$ cat src/rtl/hd_timing_pkg.sv
// hd_pkg: shared beat encodings, state type, phase count and the
// beat-sequencing helper for the hd_timing block.
package hd_pkg;

  // One-hot beat encodings as driven on W[3:1]
  localparam logic [2:0] W_B1 = 3'b001;
  localparam logic [2:0] W_B2 = 3'b010;
  localparam logic [2:0] W_B3 = 3'b100;

  // Number of phase strobes (T1..T3) in one beat
  localparam int unsigned PHASE_COUNT = 3;

  // One-hot phase encodings; PH_LEAD is the empty slot between a start
  // request and the first T1
  localparam logic [PHASE_COUNT-1:0] PH_LEAD = 3'b000;
  localparam logic [PHASE_COUNT-1:0] PH_T1   = 3'b001;
  localparam logic [PHASE_COUNT-1:0] PH_T2   = 3'b010;
  localparam logic [PHASE_COUNT-1:0] PH_T3   = 3'b100;

  // Top-level control state
  typedef enum logic {
    ST_IDLE = 1'b0,
    ST_RUN  = 1'b1
  } hd_state_t;

  // Beat that follows cur at a beat boundary. SHORT wins over LONG in W1,
  // LONG only matters in W2, W3 always returns to W1. An illegal beat
  // encoding recovers to W1.
  function automatic logic [2:0] next_beat(input logic [2:0] cur,
                                           input logic       short_req,
                                           input logic       long_req);
    logic [2:0] nb;
    case (cur)
      W_B1:    nb = short_req ? W_B1 : W_B2;
      W_B2:    nb = long_req  ? W_B3 : W_B1;
      W_B3:    nb = W_B1;
      default: nb = W_B1;
    endcase
    return nb;
  endfunction

endpackage

$ cat src/rtl/hd_timing_sync.sv
// hd_sync: SYNC_STAGES-deep input synchronizer followed by a rising-edge
// detector. OUT_LEVEL selects whether o_out is the synchronized level or
// the one-cycle rising-edge pulse.
// A validity shadow chain marks which synchronizer stages hold real samples
// since reset, so an input already high when reset is released is not
// mistaken for a fresh rising edge.
module hd_sync #(
  parameter int SYNC_STAGES = 2,
  parameter bit OUT_LEVEL   = 1'b0
) (
  input  logic i_clk,
  input  logic i_rst_n,
  input  logic i_async,
  output logic o_out
);

  logic [SYNC_STAGES-1:0] r_sync;
  logic [SYNC_STAGES-1:0] r_vld;
  logic                   r_prev;
  logic                   r_prev_vld;
  logic                   w_level;
  logic                   w_rise;

  // Shift the asynchronous input (and its validity tag) through the chain
  always_ff @(posedge i_clk or negedge i_rst_n) begin
    if (!i_rst_n) begin
      r_sync     <= '0;
      r_vld      <= '0;
      r_prev     <= 1'b0;
      r_prev_vld <= 1'b0;
    end else begin
      r_sync     <= {r_sync[SYNC_STAGES-2:0], i_async};
      r_vld      <= {r_vld[SYNC_STAGES-2:0], 1'b1};
      r_prev     <= r_sync[SYNC_STAGES-1];
      r_prev_vld <= r_vld[SYNC_STAGES-1];
    end
  end

  assign w_level = r_sync[SYNC_STAGES-1] & r_vld[SYNC_STAGES-1];
  assign w_rise  = r_sync[SYNC_STAGES-1] & ~r_prev & r_prev_vld;
  assign o_out   = OUT_LEVEL ? w_level : w_rise;

endmodule

$ cat src/rtl/hd_timing.sv
// hd_timing: beat/phase timing generator. Produces T1/T2/T3 phase strobes
// inside one-hot beats W1/W2/W3, started by a QD push-button edge and
// steered at each beat boundary by SHORT/LONG/STOP. Also latches a
// synchronized interrupt request cleared by INTA during T3.
// Optional feature macro: HD_TIMING_SINGLE_STEP_EN (adds SSTEP input; while
// SSTEP is high every beat boundary behaves as a STOP).
module hd_timing
  import hd_pkg::*;
#(
  parameter int SYNC_STAGES = 2
) (
  input  logic       CLK,
  input  logic       CLR,
  input  logic       QD,
  input  logic       SHORT,
  input  logic       LONG,
  input  logic       STOP,
  input  logic       PULSE,
  input  logic       INTA,
`ifdef HD_TIMING_SINGLE_STEP_EN
  input  logic       SSTEP,
`endif
  output logic       T1,
  output logic       T2,
  output logic       T3,
  output logic [3:1] W,
  output logic       RUN,
  output logic       PULSE_REQ
);

  hd_state_t              r_state;
  logic [PHASE_COUNT-1:0] r_phase;
  logic [2:0]             r_beat;
  logic                   r_req;

  hd_state_t              w_state_nxt;
  logic [PHASE_COUNT-1:0] w_phase_nxt;
  logic [2:0]             w_beat_nxt;
  logic                   w_req_nxt;
  logic                   w_boundary;
  logic                   w_halt;
  logic                   w_qd_rise;
  logic                   w_pulse_rise;
  logic                   w_step;

  hd_sync #(.SYNC_STAGES(SYNC_STAGES), .OUT_LEVEL(1'b0)) u_sync_qd (
    .i_clk   (CLK),
    .i_rst_n (CLR),
    .i_async (QD),
    .o_out   (w_qd_rise)
  );

  hd_sync #(.SYNC_STAGES(SYNC_STAGES), .OUT_LEVEL(1'b0)) u_sync_pulse (
    .i_clk   (CLK),
    .i_rst_n (CLR),
    .i_async (PULSE),
    .o_out   (w_pulse_rise)
  );

`ifdef HD_TIMING_SINGLE_STEP_EN
  hd_sync #(.SYNC_STAGES(SYNC_STAGES), .OUT_LEVEL(1'b1)) u_sync_sstep (
    .i_clk   (CLK),
    .i_rst_n (CLR),
    .i_async (SSTEP),
    .o_out   (w_step)
  );
`else
  assign w_step = 1'b0;
`endif

  // The edge that ends T3 is the only point where controller requests count
  assign w_boundary = (r_state == ST_RUN) && (r_phase == PH_T3);
  assign w_halt     = STOP | w_step;

  // Next-state logic for state, phase and beat
  always_comb begin
    w_state_nxt = r_state;
    w_phase_nxt = r_phase;
    w_beat_nxt  = r_beat;
    case (r_state)
      ST_IDLE: begin
        w_phase_nxt = PH_LEAD;
        if (w_qd_rise) begin
          w_state_nxt = ST_RUN;
        end else begin
          w_state_nxt = ST_IDLE;
        end
      end
      ST_RUN: begin
        case (r_phase)
          PH_LEAD: w_phase_nxt = PH_T1;
          PH_T1:   w_phase_nxt = PH_T2;
          PH_T2:   w_phase_nxt = PH_T3;
          PH_T3: begin
            w_beat_nxt = next_beat(r_beat, SHORT, LONG);
            if (w_halt) begin
              w_state_nxt = ST_IDLE;
              w_phase_nxt = PH_LEAD;
            end else begin
              w_phase_nxt = PH_T1;
            end
          end
          default: begin
            w_state_nxt = ST_IDLE;
            w_phase_nxt = PH_LEAD;
          end
        endcase
      end
      default: begin
        w_state_nxt = ST_IDLE;
        w_phase_nxt = PH_LEAD;
      end
    endcase
  end

  // Interrupt request: a new edge always wins over an acknowledge
  always_comb begin
    w_req_nxt = r_req;
    if (w_pulse_rise) begin
      w_req_nxt = 1'b1;
    end else if (w_boundary && INTA) begin
      w_req_nxt = 1'b0;
    end else begin
      w_req_nxt = r_req;
    end
  end

  // State, phase, beat and request registers
  always_ff @(posedge CLK or negedge CLR) begin
    if (!CLR) begin
      r_state <= ST_IDLE;
      r_phase <= PH_LEAD;
      r_beat  <= W_B1;
      r_req   <= 1'b0;
    end else begin
      r_state <= w_state_nxt;
      r_phase <= w_phase_nxt;
      r_beat  <= w_beat_nxt;
      r_req   <= w_req_nxt;
    end
  end

  assign T1        = r_phase[0];
  assign T2        = r_phase[1];
  assign T3        = r_phase[2];
  assign W         = r_beat;
  assign RUN       = (r_state == ST_RUN);
  assign PULSE_REQ = r_req;

endmodule

$ cat config.mk
export PLATFORM = sky130hd
export DESIGN_NAME = hd_timing
export DESIGN_NICKNAME = d
export VERILOG_FILES = /design/src/rtl/hd_timing_pkg.sv /design/src/rtl/hd_timing_sync.sv /design/src/rtl/hd_timing.sv
export SDC_FILE = /design/constraint.sdc
export NUM_CORES = 1
export LEC_CHECK = 0
export CAP_MARGIN = 0
export CORE_AREA = 10 10 47 49
export CTS_BUF_LIST = sky130_fd_sc_hd__clkbuf_4
export DETAILED_ROUTE_END_ITERATION = 12
export DIE_AREA = 0 0 57 59
export GPL_ROUTABILITY_DRIVEN = 0
export PLACE_DENSITY_LB_ADDON = 0.3
export SETUP_SLACK_MARGIN = 0.05
export SLEW_MARGIN = 0
export SYNTH_ARGS = -nofsm -noshare
export SYNTH_HDL_FRONTEND = slang
export SYNTH_SLANG_ARGS = --single-unit
$ cat constraint.sdc
create_clock -name CLK -period 1.8 [get_ports CLK]
set_input_delay 0.36 -clock CLK [delete_from_list [all_inputs] [get_ports CLK]]
set_output_delay 0.36 -clock CLK [all_outputs]
set_load 0.02 [all_outputs]
==> flow_summary_export.csv <==
group,metric,value,unit
floorplanning,num_io_pins,16,
pwr,vdd_ir_drop_max,740,uV
synth,async_reset_ff_share,100,%
synth,synth.most_common_cell,"dfrtp_1",
sta,fmax,608,MHz
place,hpwlAfterDp,815,um
finish,fin_nets,70,
finish,regArea,427,um^2
clocking,insertion_delay,0.28,ns
floorplanning,start_util,44.0,%
sta,totalNegativeSetupSlack,0,ns
finish,drive_gt1_share,16.4,%
clocking,htreeDepth,1,
finish,final_util,58.4,%
routing,vias,379,
routing,drc,0,
synth,synthTopCellsByArea,"dfrtp_1, nand4bb_4, dfstp_2, nor4_4, a21o_1",
flow_run,drv_cap,0,
critical_path,end_kind,"output port",
synth,ys_types,22,
critical_path,cp_slowest_cell,"clkdlybuf4s50_1",
clocking,tritoncts,"built",
synth,synth.top_cell.area_share,64.9,%
global_route,grt_pass1_wl,1810,um
critical_path,cp-start-kind,"register",
critical_path,max_stage_delay,0.62,ns
synth,ys_ff_latch,17,
finish,insertedDiodeCount,0,
synth,ys.flop_type,"dfrtp_1",
synth,yosys.area.top_type,"dfrtp_1",
synth,syn_area_per_cell,15.0,um^2
synth,ys_seq_area_share,69.2,%
global_route,grt_max_degree,11,
floorplanning,design.core.area,1400,um^2
clocking,clock_path_buffers,2,
synth,yosys_warnings,0,
sta,slew_violations,0,
floorplanning,die_h,59,um
synth,yosys-top-cells-count,"dfrtp_1, a21o_1, a21oi_1, nand2_1, nand3b_1",
global_route,antenna_found_initial,0,
sta,setup_viol,0,
finish,nFillCells,119,
place,io_buffers,15,
routing,drtIter0Drc,2,
critical_path,crit_family,"buffers and inverters",
sta,period_needed,1.65,ns
floorplanning,num_rows,14,
critical_path,crit_required,1.44,ns
critical_path,crit_chain,"clkdlybuf4s50_1",
pwr,p_leak,0.375,nW
synth,netlist_area,617,um^2
clocking,numClockSinks,17,
routing,firstDrtPassIters,4,
status,status,"finished clean",
pwr,power.density,1410,nW/um^2
critical_path,cp_max_fo,4,
critical_path,arrival,1.29,ns
synth,synth_cells,41,
synth,syn_nets,49,
routing,wl_per_cell,13.4,um
clocking,numCtsBuffers,3,
sta,grt_setup_unrepaired,"no",
floorplanning,die_area,3360,um^2
finish,multi_input_area,183,um^2
sta,finalHoldViolCount,0,
critical_path,path_buf_inv,1,
clocking,cts.clk_slew.worst_paths,0.10,ns
global_route,grt_use_total,6.83,%
routing,ant_nets,0,
min_path,hold_path_class,"in -> async",
global_route,overflow,0,
routing,routed_wl,1030,um
synth,synth-edff-count,0,
finish,syn_to_final_growth,32.7,%
critical_path,critical_path_class,"reg -> out",
clocking,cts_root_buffer,"clkbuf_4",
sta,finClkSkew,0.00372,ns
floorplanning,die_w,57,um
global_route,grt_pass1_vias,404,
clocking,postCtsSetupBuffers,0,
sta,final.period_utilization,91.4,%
routing,via_per_inst,4.92,
worst reg2reg max path, delay by kind of cell, from the launching register on:
family | cells | cell delay [ns]
flops | 1 | 0.45
compound gates | 1 | 0.11
simple gates | 2 | 0.47
registers in the layout, indices dropped and copies added, names as in the netlist:
name	count
RUN	1
u_sync_qd.r_prev	1
u_sync_pulse.r_prev	1
PULSE_REQ	1
W	3
u_sync_qd.r_sync	2
u_sync_pulse.r_prev_vld	1
u_sync_pulse.r_vld	2
u_sync_pulse.r_sync	2
r_phase	3
cell families after synthesis:
| group | Yosys count | share of synthesized area, % |
|---|---|---|
| AO/OA/AOI/OAI | 9 | 9.74 |
| buffers and inverters | 2 | 1.22 |
| flip-flops | 17 | 69.2 |
| other | 1 | 0.608 |
| AND/OR/NAND/NOR | 12 | 19.3 |
area by class of cell:
| cell class | count | area share, % |
|---|---|---|
| flip-flops and latches | 17 | 52.1 |
| repair buffers | 16 | 18.8 |
| clock inverters | 1 | 0.612 |
| multi-input cells | 22 | 22.3 |
| inverters | 2 | 0.917 |
| clock buffers | 3 | 2.75 |
| well taps | 16 | 2.45 |
final timing paths:
kind	startpoint	to	slack, ns	cells past startpoint
min in group CLK	u_sync_qd.r_sync[0]	u_sync_qd.r_sync[1]	0.36	0
worst min register to register	u_sync_qd.r_sync[0]	u_sync_qd.r_sync[1]	0.36	0
max in group asynchronous	CLR	u_sync_pulse.r_sync[1]	1.00	2
worst max register to register	r_phase[0]	W[2]	0.71	3
worst min-delay path	CLR	W[2]	0.34	1
worst max-delay path	W[2]	W[2]	0.15	1
layout by cell type (no fill, tap or decap), drive strengths merged:
cell / instances
a2111oi: 1
a21o: 2
a21oi: 2
and4bb: 1
buf: 1
clkbuf: 3
clkdlybuf4s50: 9
clkinv: 1
conb: 1
dfrtp: 16
dfstp: 1
dlygate4sd2: 5
dlymetal6s2s: 1
inv: 2
nand2: 2
nand2b: 1
nand3b: 2
nand4bb: 1
nor2: 1
nor3: 1
nor4: 2
nor4b: 1
o21ai: 2
o22ai: 1
o2bb2ai: 1
layer usage:
layer	vias up	GRT usage, %	wire, um
met5	-	0	0
met4	0	3.02	0
met3	0	3.86	110
met2	11	9.77	438
met1	181	8.17	482
li1	187	-	-
stage by stage:
stage	total power, mW	instance area, um^2	hold WS [ns]	cells	worst slack [ns]
2_1_floorplan	0.802	617	0.0644	41	0.690
3_3_place_gp	1.00	795	0.333	73	0.313
3_5_place_dp	1.01	795	0.335	73	0.305
4_1_cts	1.17	816	0.348	77	0.0845
5_1_grt	1.23	818	0.356	77	0.0992
6_report	1.15	818	0.343	77	0.154
power by group:
group          switching (mW)  internal [mW]  leakage (nW)
Combinational           0.197          0.193         0.156
Sequential             0.0960          0.472         0.201
Clock                   0.113         0.0823        0.0177
Total                   0.406          0.748         0.375
what timing repair did:
action	in CTS	in global routing
pin swaps	0	0
hold buffers	0	0
gates resized for setup	5	1
endpoints found under the setup margin	5	1
No activity file was read; power rests on OpenSTA's default activity.
